### config.mk
export PLATFORM = sky130hd
export DESIGN_NAME = divisor_secuencial_n_bits
export DESIGN_NICKNAME = d
export VERILOG_FILES = /design/src/rtl/divisor_secuencial_n_bits.sv
export SDC_FILE = /design/constraint.sdc
export NUM_CORES = 1
export LEC_CHECK = 0
export ABC_CLOCK_PERIOD_IN_PS = 1900
export BUFFER_PORTS_ARGS = -buffer_cell sky130_fd_sc_hd__buf_2
export CORE_UTILIZATION = 25
export CTS_BUF_LIST = sky130_fd_sc_hd__clkbuf_4 sky130_fd_sc_hd__clkbuf_8
export CTS_CLUSTER_SIZE = 28
export DETAILED_ROUTE_END_ITERATION = 8
export HOLD_SLACK_MARGIN = 0.06
export SLEW_MARGIN = 20
export SYNTH_ARGS = -nofsm -noshare
export SYNTH_HDL_FRONTEND = slang
export SYNTH_SLANG_ARGS = --single-unit
### constraint.sdc
create_clock -name clk -period 1.9 [get_ports clk]
set_input_delay 0.19 -clock clk [delete_from_list [all_inputs] [get_ports clk]]
set_output_delay 0.19 -clock clk [all_outputs]
set_load 0.02 [all_outputs]
### src/rtl/divisor_secuencial_n_bits.sv
// -----------------------------------------------------------------------------
// divisor_secuencial_n_bits
//
// Multi-cycle unsigned restoring divider. It produces one quotient bit per
// clock. Each iteration subtracts the latched divisor from the shifted partial
// remainder using an (N+1)-bit subtractor. The borrow of that subtraction
// decides whether the difference is kept or the old value is restored.
//
// Ports
//   clk        : clock; all state changes on its rising edge
//   rst        : synchronous, active-high reset (priority over start)
//   start      : request a division (sampled only in IDLE)
//   dividendo  : N-bit unsigned dividend, captured on accept
//   divisor    : N-bit unsigned divisor, captured on accept
//   cociente   : registered quotient
//   residuo    : registered remainder
//   listo      : one-cycle pulse while in DONE (new results valid)
//   ocupado    : high in CALC and DONE
//   div_cero   : registered flag, last completed division had divisor = 0
// -----------------------------------------------------------------------------
module divisor_secuencial_n_bits #(
    parameter int N = 4
) (
    input  logic         clk,
    input  logic         rst,
    input  logic         start,
    input  logic [N-1:0] dividendo,
    input  logic [N-1:0] divisor,
    output logic [N-1:0] cociente,
    output logic [N-1:0] residuo,
    output logic         listo,
    output logic         ocupado,
    output logic         div_cero
);

    localparam int CW = $clog2(N + 1);

    typedef enum logic [1:0] {
        IDLE = 2'd0,
        CALC = 2'd1,
        DONE = 2'd2
    } state_t;

    state_t        state_q, state_d;
    logic [N-1:0]  q_q, q_d;        // dividend shifts out, quotient shifts in
    logic [N-1:0]  r_q, r_d;        // partial remainder
    logic [N-1:0]  d_q, d_d;        // latched divisor
    logic [CW-1:0] cnt_q, cnt_d;    // iteration counter
    logic [N-1:0]  cociente_q, cociente_d;
    logic [N-1:0]  residuo_q, residuo_d;
    logic          div_cero_q, div_cero_d;

    // One restoring step: P = {R, Q msb}; P - {0, D} on N+1 bits, with the
    // extra top bit of the extended result acting as the borrow.
    logic [N:0]    p;
    logic [N+1:0]  diff_ext;
    logic          borrow;
    logic [N-1:0]  q_next;
    logic [N-1:0]  r_next;
    logic          unused_dif_msb;

    assign p        = {r_q, q_q[N-1]};
    assign diff_ext = {1'b0, p} - {2'b00, d_q};
    assign borrow   = diff_ext[N+1];
    // dif[N] is always 0 when no borrow occurs, so R fits in N bits.
    assign unused_dif_msb = diff_ext[N];
    assign r_next   = borrow ? p[N-1:0] : diff_ext[N-1:0];
    assign q_next   = {q_q[N-2:0], ~borrow};

    always_ff @(posedge clk) begin
        if (rst) begin
            state_q    <= IDLE;
            q_q        <= '0;
            r_q        <= '0;
            d_q        <= '0;
            cnt_q      <= '0;
            cociente_q <= '0;
            residuo_q  <= '0;
            div_cero_q <= 1'b0;
        end else begin
            state_q    <= state_d;
            q_q        <= q_d;
            r_q        <= r_d;
            d_q        <= d_d;
            cnt_q      <= cnt_d;
            cociente_q <= cociente_d;
            residuo_q  <= residuo_d;
            div_cero_q <= div_cero_d;
        end
    end

    always_comb begin
        state_d    = state_q;
        q_d        = q_q;
        r_d        = r_q;
        d_d        = d_q;
        cnt_d      = cnt_q;
        cociente_d = cociente_q;
        residuo_d  = residuo_q;
        div_cero_d = div_cero_q;

        case (state_q)
            IDLE: begin
                if (start) begin
                    if (divisor != '0) begin
                        q_d     = dividendo;
                        r_d     = '0;
                        d_d     = divisor;
                        cnt_d   = '0;
                        state_d = CALC;
                    end else begin
                        // Divide by zero: report immediately, no iterations.
                        cociente_d = '1;
                        residuo_d  = dividendo;
                        div_cero_d = 1'b1;
                        state_d    = DONE;
                    end
                end
            end
            CALC: begin
                q_d   = q_next;
                r_d   = r_next;
                cnt_d = cnt_q + CW'(1);
                if (cnt_q == CW'(N - 1)) begin
                    cociente_d = q_next;
                    residuo_d  = r_next;
                    div_cero_d = 1'b0;
                    state_d    = DONE;
                end
            end
            DONE: begin
                state_d = IDLE;
            end
            default: begin
                state_d = IDLE;
            end
        endcase
    end

    assign cociente = cociente_q;
    assign residuo  = residuo_q;
    assign div_cero = div_cero_q;
    assign listo    = (state_q == DONE);
    assign ocupado  = (state_q != IDLE);

endmodule
==> flow_metrics.tcl, run 1 <==
set metrics [dict create \
    drive_gt1_share_pct 32.3 \
    path_max_fanout 5 \
    grt_pass1_wl_um 4490 \
    p_total_uw 1250 \
    status "finished clean" \
    drv_slew 0 \
    drv_cap 0 \
    ys_ff_latch 26 \
    gp_congestion 0.797 \
    synthToLayoutAreaGrowth_pct 24.1 \
    grt_usage_pct 10.9 \
    synth.yosys.seq_area_share_pct 40.4 \
    htreeDepth 1 \
    detailed_place_hpwl_um 2050 \
    die_w_um 73.8 \
    dominantRegCellSynth "dfxtp_1" \
    place_area_um2 1430 \
    finalSetupViolations 0 \
    post_drt_wl_per_cell_um 12.2 \
    hold_path_startpoint "divisor[0]" \
    p_per_area_nw_per_um2 785 \
    ctsHoldBuffers 0 \
    min_path_type "in -> reg" \
    r2r_slack_ps 90 \
    nets 186 \
    multi_input_area_um2 766 \
    cts_buffer_depth 2 \
    route.met2.wl_um 1230 \
    place_ws_ps 68.7 \
    whs_endpoint "d_q[0]$_SDFFE_PP0P_" \
    vdd_drop_max_mv 0.255 \
    cts_tree "yes" \
    syn_inst 144 \
    hold_viol 0 \
    ant_nets 0 \
    max-slew-margin-rel_pct 64.5 \
    antenna_found_initial 0 \
    initial_core_util_pct 26.6 \
    yosysUniqueCellTypes 40 \
    p_leak_uw 0.000617 \
    firstDrtPassIters 4 \
    root_buffer "clkbuf_8" \
    dpl.cell_count 227 \
    grt_max_degree 27 \
    drt_wl_total_um 2860 \
    timing.rr.start "d_q[1]$_SDFFE_PP0P_" \
    end_kind "register" \
    rr_worst_depth 8 \
    pin_count 22 \
    io_buffers 21 \
    hold_depth 3 \
    vias 1084 \
    grt_pass1_vias 943 \
    wl_met1_um 1450 \
    first_iter_violations 79 \
    clkTransAtPathRegs_ps 90 \
    stdcell_count 234 \
    final.period_utilization_pct 95.2 \
    dr_wl_met3_um 160 \
    viasPerCell 4.63 \
    diodes 0 \
    postSynthAreaPerCell_um2 8.94 \
    synth-edff-count 0 \
    path_class "reg -> reg" \
    overflow 0 \
    final_area_um2 1600 \
    core-area_um2 4850 \
    synth.cell_area_um2 1290 \
    syn_nets 162 \
    final_core_util_pct 33.0 \
    top_layer "met4" \
    drc 0 \
    cp-start-kind "register" \
    period_needed_ps 1810 \
    worstMarginPinSlew_ps 531 \
    rows 25 \
    synth_warnings 0 \
    die_area_um2 5440 \
    critPathRequiredTime_ps 2040 \
    finalWorstSetupSlack_ps 91.8 \
    rr_endpoint "residuo[1]$_SDFFE_PP0P_" \
    numCtsBuffers 3 \
    die-height_um 73.8 \
    fin_skew_ps 3.40 \
    async_reset_ff_share_pct 0 \
    fill_cells 523 \
    regArea_um2 524 \
    cts_sinks 26 \
    cp.arrival_ps 1950 \
    fmax_mhz 553 \
    clkLatencyLatePin_ps 270 \
]
## cells in the mapped netlist (all sizes together) (2+ instances only)
library cell | number | area [um^2]
o21ai | 3 | 18.8
or2 | 2 | 15.0
a31oi | 3 | 18.8
dfxtp | 26 | 521
mux2i | 4 | 40.0
nor2b | 3 | 26.3
o21a | 2 | 15.0
dlygate4sd1 | 2 | 17.5
nor2 | 26 | 100
nor3 | 3 | 15.0
a21oi | 10 | 57.6
buf | 4 | 35.0
a311oi | 8 | 70.1
a211oi | 3 | 22.5
ha | 6 | 75.1
inv | 7 | 26.3
nand2 | 16 | 60.1
## cell families after synthesis
logic type	after synthesis	synth area share, %
mux	4	3.11
simple gates	60	22.6
fa+ha+maj	7	7.39
xor+xnor	1	0.680
flops	26	40.4
compound gates	32	18.6
buf+inv	14	7.19
## stage by stage
stage | hold slack [ps] | setup TNS (ps)
2_1_floorplan | 337 | 0
3_3_place_gp | 464 | 0
3_5_place_dp | 468 | 0
4_1_cts | 200 | 0
5_1_grt | 207 | -0.324
6_report | 202 | 0
## worst max-delay path, cell delays in order, from the launching register on
cell      delay [ps]
dfxtp_2          330
inv_2            100
ha_4             210
nor2b_4          130
o31ai_4          320
buf_4            190
a21oi_1           60
a31oi_1          220
a311oi_1         110
## per-layer routing
| layer | vias up | GRT usage [%] |
|---|---|---|
| li1 | 549 | - |
| met5 | - | 0 |
| met4 | 0 | 3.85 |
| met1 | 503 | 15.6 |
| met3 | 2 | 2.61 |
| met2 | 30 | 15.8 |
## cell type report
type	count	share of cell area (%)
timing repair buffer	26	8.93
tap	67	5.25
multi-input combinational	104	47.9
sequential	26	32.8
clock buffer	4	3.45
inverter	7	1.64
## power by group
part / internal [uW] / switching, uW / leakage, uW
logic: 134 / 159 / 0.000375
clock network: 185 / 176 / 0.0000288
registers: 574 / 25.8 / 0.000213
total: 893 / 360 / 0.000617
## worst max path at each step
| stage | startpoint | endpoint | slack [ps] | depth (start not counted) |
|---|---|---|---|---|
| 4_1_cts | d_q[1]$_SDFFE_PP0P_ | residuo[0]$_SDFFE_PP0P_ | 50 | 7 |
| 3_3_place_gp | d_q[1]$_SDFFE_PP0P_ | residuo[0]$_SDFFE_PP0P_ | 90 | 7 |
| 3_5_place_dp | d_q[1]$_SDFFE_PP0P_ | residuo[0]$_SDFFE_PP0P_ | 70 | 7 |
| 6_report | d_q[1]$_SDFFE_PP0P_ | residuo[1]$_SDFFE_PP0P_ | 90 | 8 |
| 5_1_grt | d_q[1]$_SDFFE_PP0P_ | residuo[1]$_SDFFE_PP0P_ | -0.3 | 8 |
| 2_1_floorplan | d_q[1]$_SDFFE_PP0P_ | residuo[3]$_SDFFE_PP0P_ | 240 | 7 |
## placed cells by master (no fill, tap or decap), drive strengths merged, types with 2 or more instances in the layout
cell type	n
a211oi	3
a21oi	10
a311oi	8
a31oi	3
buf	26
clkbuf	4
dfxtp	26
ha	6
inv	7
mux2i	4
nand2	16
nor2	26
nor2b	3
nor3	3
o21a	2
o21ai	3
or2	2
## flip-flops by register name, indices dropped and copies added, names as in the netlist
signal	flops
q_q	4
residuo	4
cnt_q	3
d_q	4
r_q	4
div_cero	1
state_q	2
cociente	4
## what timing repair did
action / 4_1_cts / 5_1_grt
buffers inserted: 0 / 3
setup endpoints to repair: 0 / 5
resized for setup: 0 / 19
(Power assumes the default switching activity.)
==> run 2: changes to the inputs <==
==> constraint.sdc (replaced) <==
create_clock -name clk -period 1.9 [get_ports clk]
set_input_delay 0.38 -clock clk [delete_from_list [all_inputs] [get_ports clk]]
set_output_delay 0.38 -clock clk [all_outputs]
set_load 0.02 [all_outputs]
==> flow_metrics.tcl, run 2 (synthesis gave the netlist of run 1 again) <==
set metrics [dict create \
    cts_buffer_depth 2 \
    die-height_um 73.8 \
    htreeDepth 1 \
    drv_cap 0 \
    numCtsBuffers 3 \
    hold_depth 3 \
    hold_path_startpoint "divisor[1]" \
    critPathRequiredTime_ps 2090 \
    r2r_slack_ps 70 \
    fmax_mhz 546 \
    drv_slew 0 \
    cts_sinks 26 \
    drive_gt1_share_pct 28.6 \
    p_leak_uw 0.000621 \
    rr_worst_depth 8 \
    cp-start-kind "register" \
    synthToLayoutAreaGrowth_pct 21.9 \
    core-area_um2 4850 \
    hold_viol 0 \
    dpl.cell_count 230 \
    rsz0062_at_grt "yes" \
    clkTransAtPathRegs_ps 90 \
    first_iter_violations 67 \
    status "finished clean" \
    max-slew-margin-rel_pct 62.4 \
    fin_skew_ps 1.35 \
    timing.rr.start "q_q[3]$_SDFFE_PP0P_" \
    pin_count 22 \
    detailed_place_hpwl_um 2140 \
    initial_core_util_pct 26.6 \
    grt_pass1_wl_um 4800 \
    final_common_cell "nor2_1" \
    clkLatencyLatePin_ps 270 \
    vias 1074 \
    min_path_type "in -> reg" \
    path_class "reg -> reg" \
    drt_wl_total_um 2940 \
    period_needed_ps 1830 \
    grt_usage_pct 11.7 \
    final.period_utilization_pct 96.4 \
    die_area_um2 5440 \
    vdd_drop_max_mv 0.427 \
    rows 25 \
    stdcell_count 235 \
    gp_congestion 0.815 \
    cts_tree "yes" \
    firstDrtPassIters 4 \
    grt_max_degree 27 \
    path_max_fanout 2 \
    overflow 0 \
    post_drt_wl_per_cell_um 12.5 \
    finalSetupViolations 0 \
    nets 187 \
    viasPerCell 4.57 \
    drc 0 \
    whs_endpoint "d_q[1]$_SDFFE_PP0P_" \
    rr_endpoint "residuo[2]$_SDFFE_PP0P_" \
    p_per_area_nw_per_um2 838 \
    die_w_um 73.8 \
    worstMarginPinSlew_ps 562 \
    layout_common_cells "nor2_1 (25), dfxtp_1 (24), buf_2 (21)" \
    cp.arrival_ps 2020 \
    end_kind "register" \
    grt_pass1_vias 1058 \
    p_total_uw 1310 \
    ant_nets 0 \
    diodes 0 \
    root_buffer "clkbuf_8" \
    io_buffers 21 \
    antenna_found_initial 0 \
]
-- run 2: routing by layer --
metal / GRT usage (%) / up-vias / wire, um
met5: 0 / - / 0
met3: 3.29 / 2 / 129
met1: 15.2 / 493 / 1510
met4: 3.21 / 0 / 17
li1: - / 553 / -
met2: 19.0 / 26 / 1280
-- run 2: worst max-delay path by stage --
stage,depth (start not counted),endpoint,slack [ps],from
after CTS,7,residuo[3]$_SDFFE_PP0P_,70,d_q[1]$_SDFFE_PP0P_
after detailed placement,7,residuo[3]$_SDFFE_PP0P_,90,d_q[1]$_SDFFE_PP0P_
after global placement,6,r_q[0]$_SDFFE_PP0P_,70,divisor[0]
after global routing,8,residuo[2]$_SDFFE_PP0P_,-50,q_q[3]$_SDFFE_PP0P_
after floorplan,7,residuo[3]$_SDFFE_PP0P_,240,d_q[1]$_SDFFE_PP0P_
final,8,residuo[2]$_SDFFE_PP0P_,70,q_q[3]$_SDFFE_PP0P_
-- run 2: cell type report --
type / count / area, um^2
Clock buffer: 3 / 41.3
Clock inverter: 1 / 30.0
Fill cell: 524 / 3280
Inverter: 7 / 26.3
Multi-Input combinational cell: 104 / 714
Sequential cell: 26 / 523
Tap cell: 67 / 83.8
Timing Repair Buffer: 27 / 150
-- run 2: power breakdown --
group | internal [uW] | switching (uW) | total (uW)
Clock | 282 | 177 | 459
Sequential | 574 | 21.1 | 595
Combinational | 116 | 145 | 261
Total | 972 | 343 | 1310
-- run 2: metrics by stage --
| step | hold WS, ps | TNS (ps) | cell area (um^2) | setup WS, ps | utilization [%] |
|---|---|---|---|---|---|
| global placement | 462 | 0 | 1450 | 70.7 | 29.9 |
| floorplan | 444 | 0 | 1290 | 243 | - |
| global route | 408 | -50.7 | 1570 | -50.7 | 32.4 |
| finish | 391 | 0 | 1570 | 67.8 | 32.4 |
| detailed placement | 466 | 0 | 1450 | 86.7 | 29.9 |
| CTS | 385 | 0 | 1520 | 72.7 | 31.3 |
-- run 2: what timing repair did --
item                       4_1_cts  5_1_grt
setup endpoints to repair        0        4
resized for setup                0       11
hold buffers                     0        0
buffers inserted                 0        1
-- run 2: worst max-delay path: stages (launching register included) --
cell and delay, ps:
dfxtp_2 340, inv_1 60, ha_2 200, inv_1 60, fa_1 380, xnor2_1 150, a211oi_2 200, a31oi_2 90
a311oi_1 270
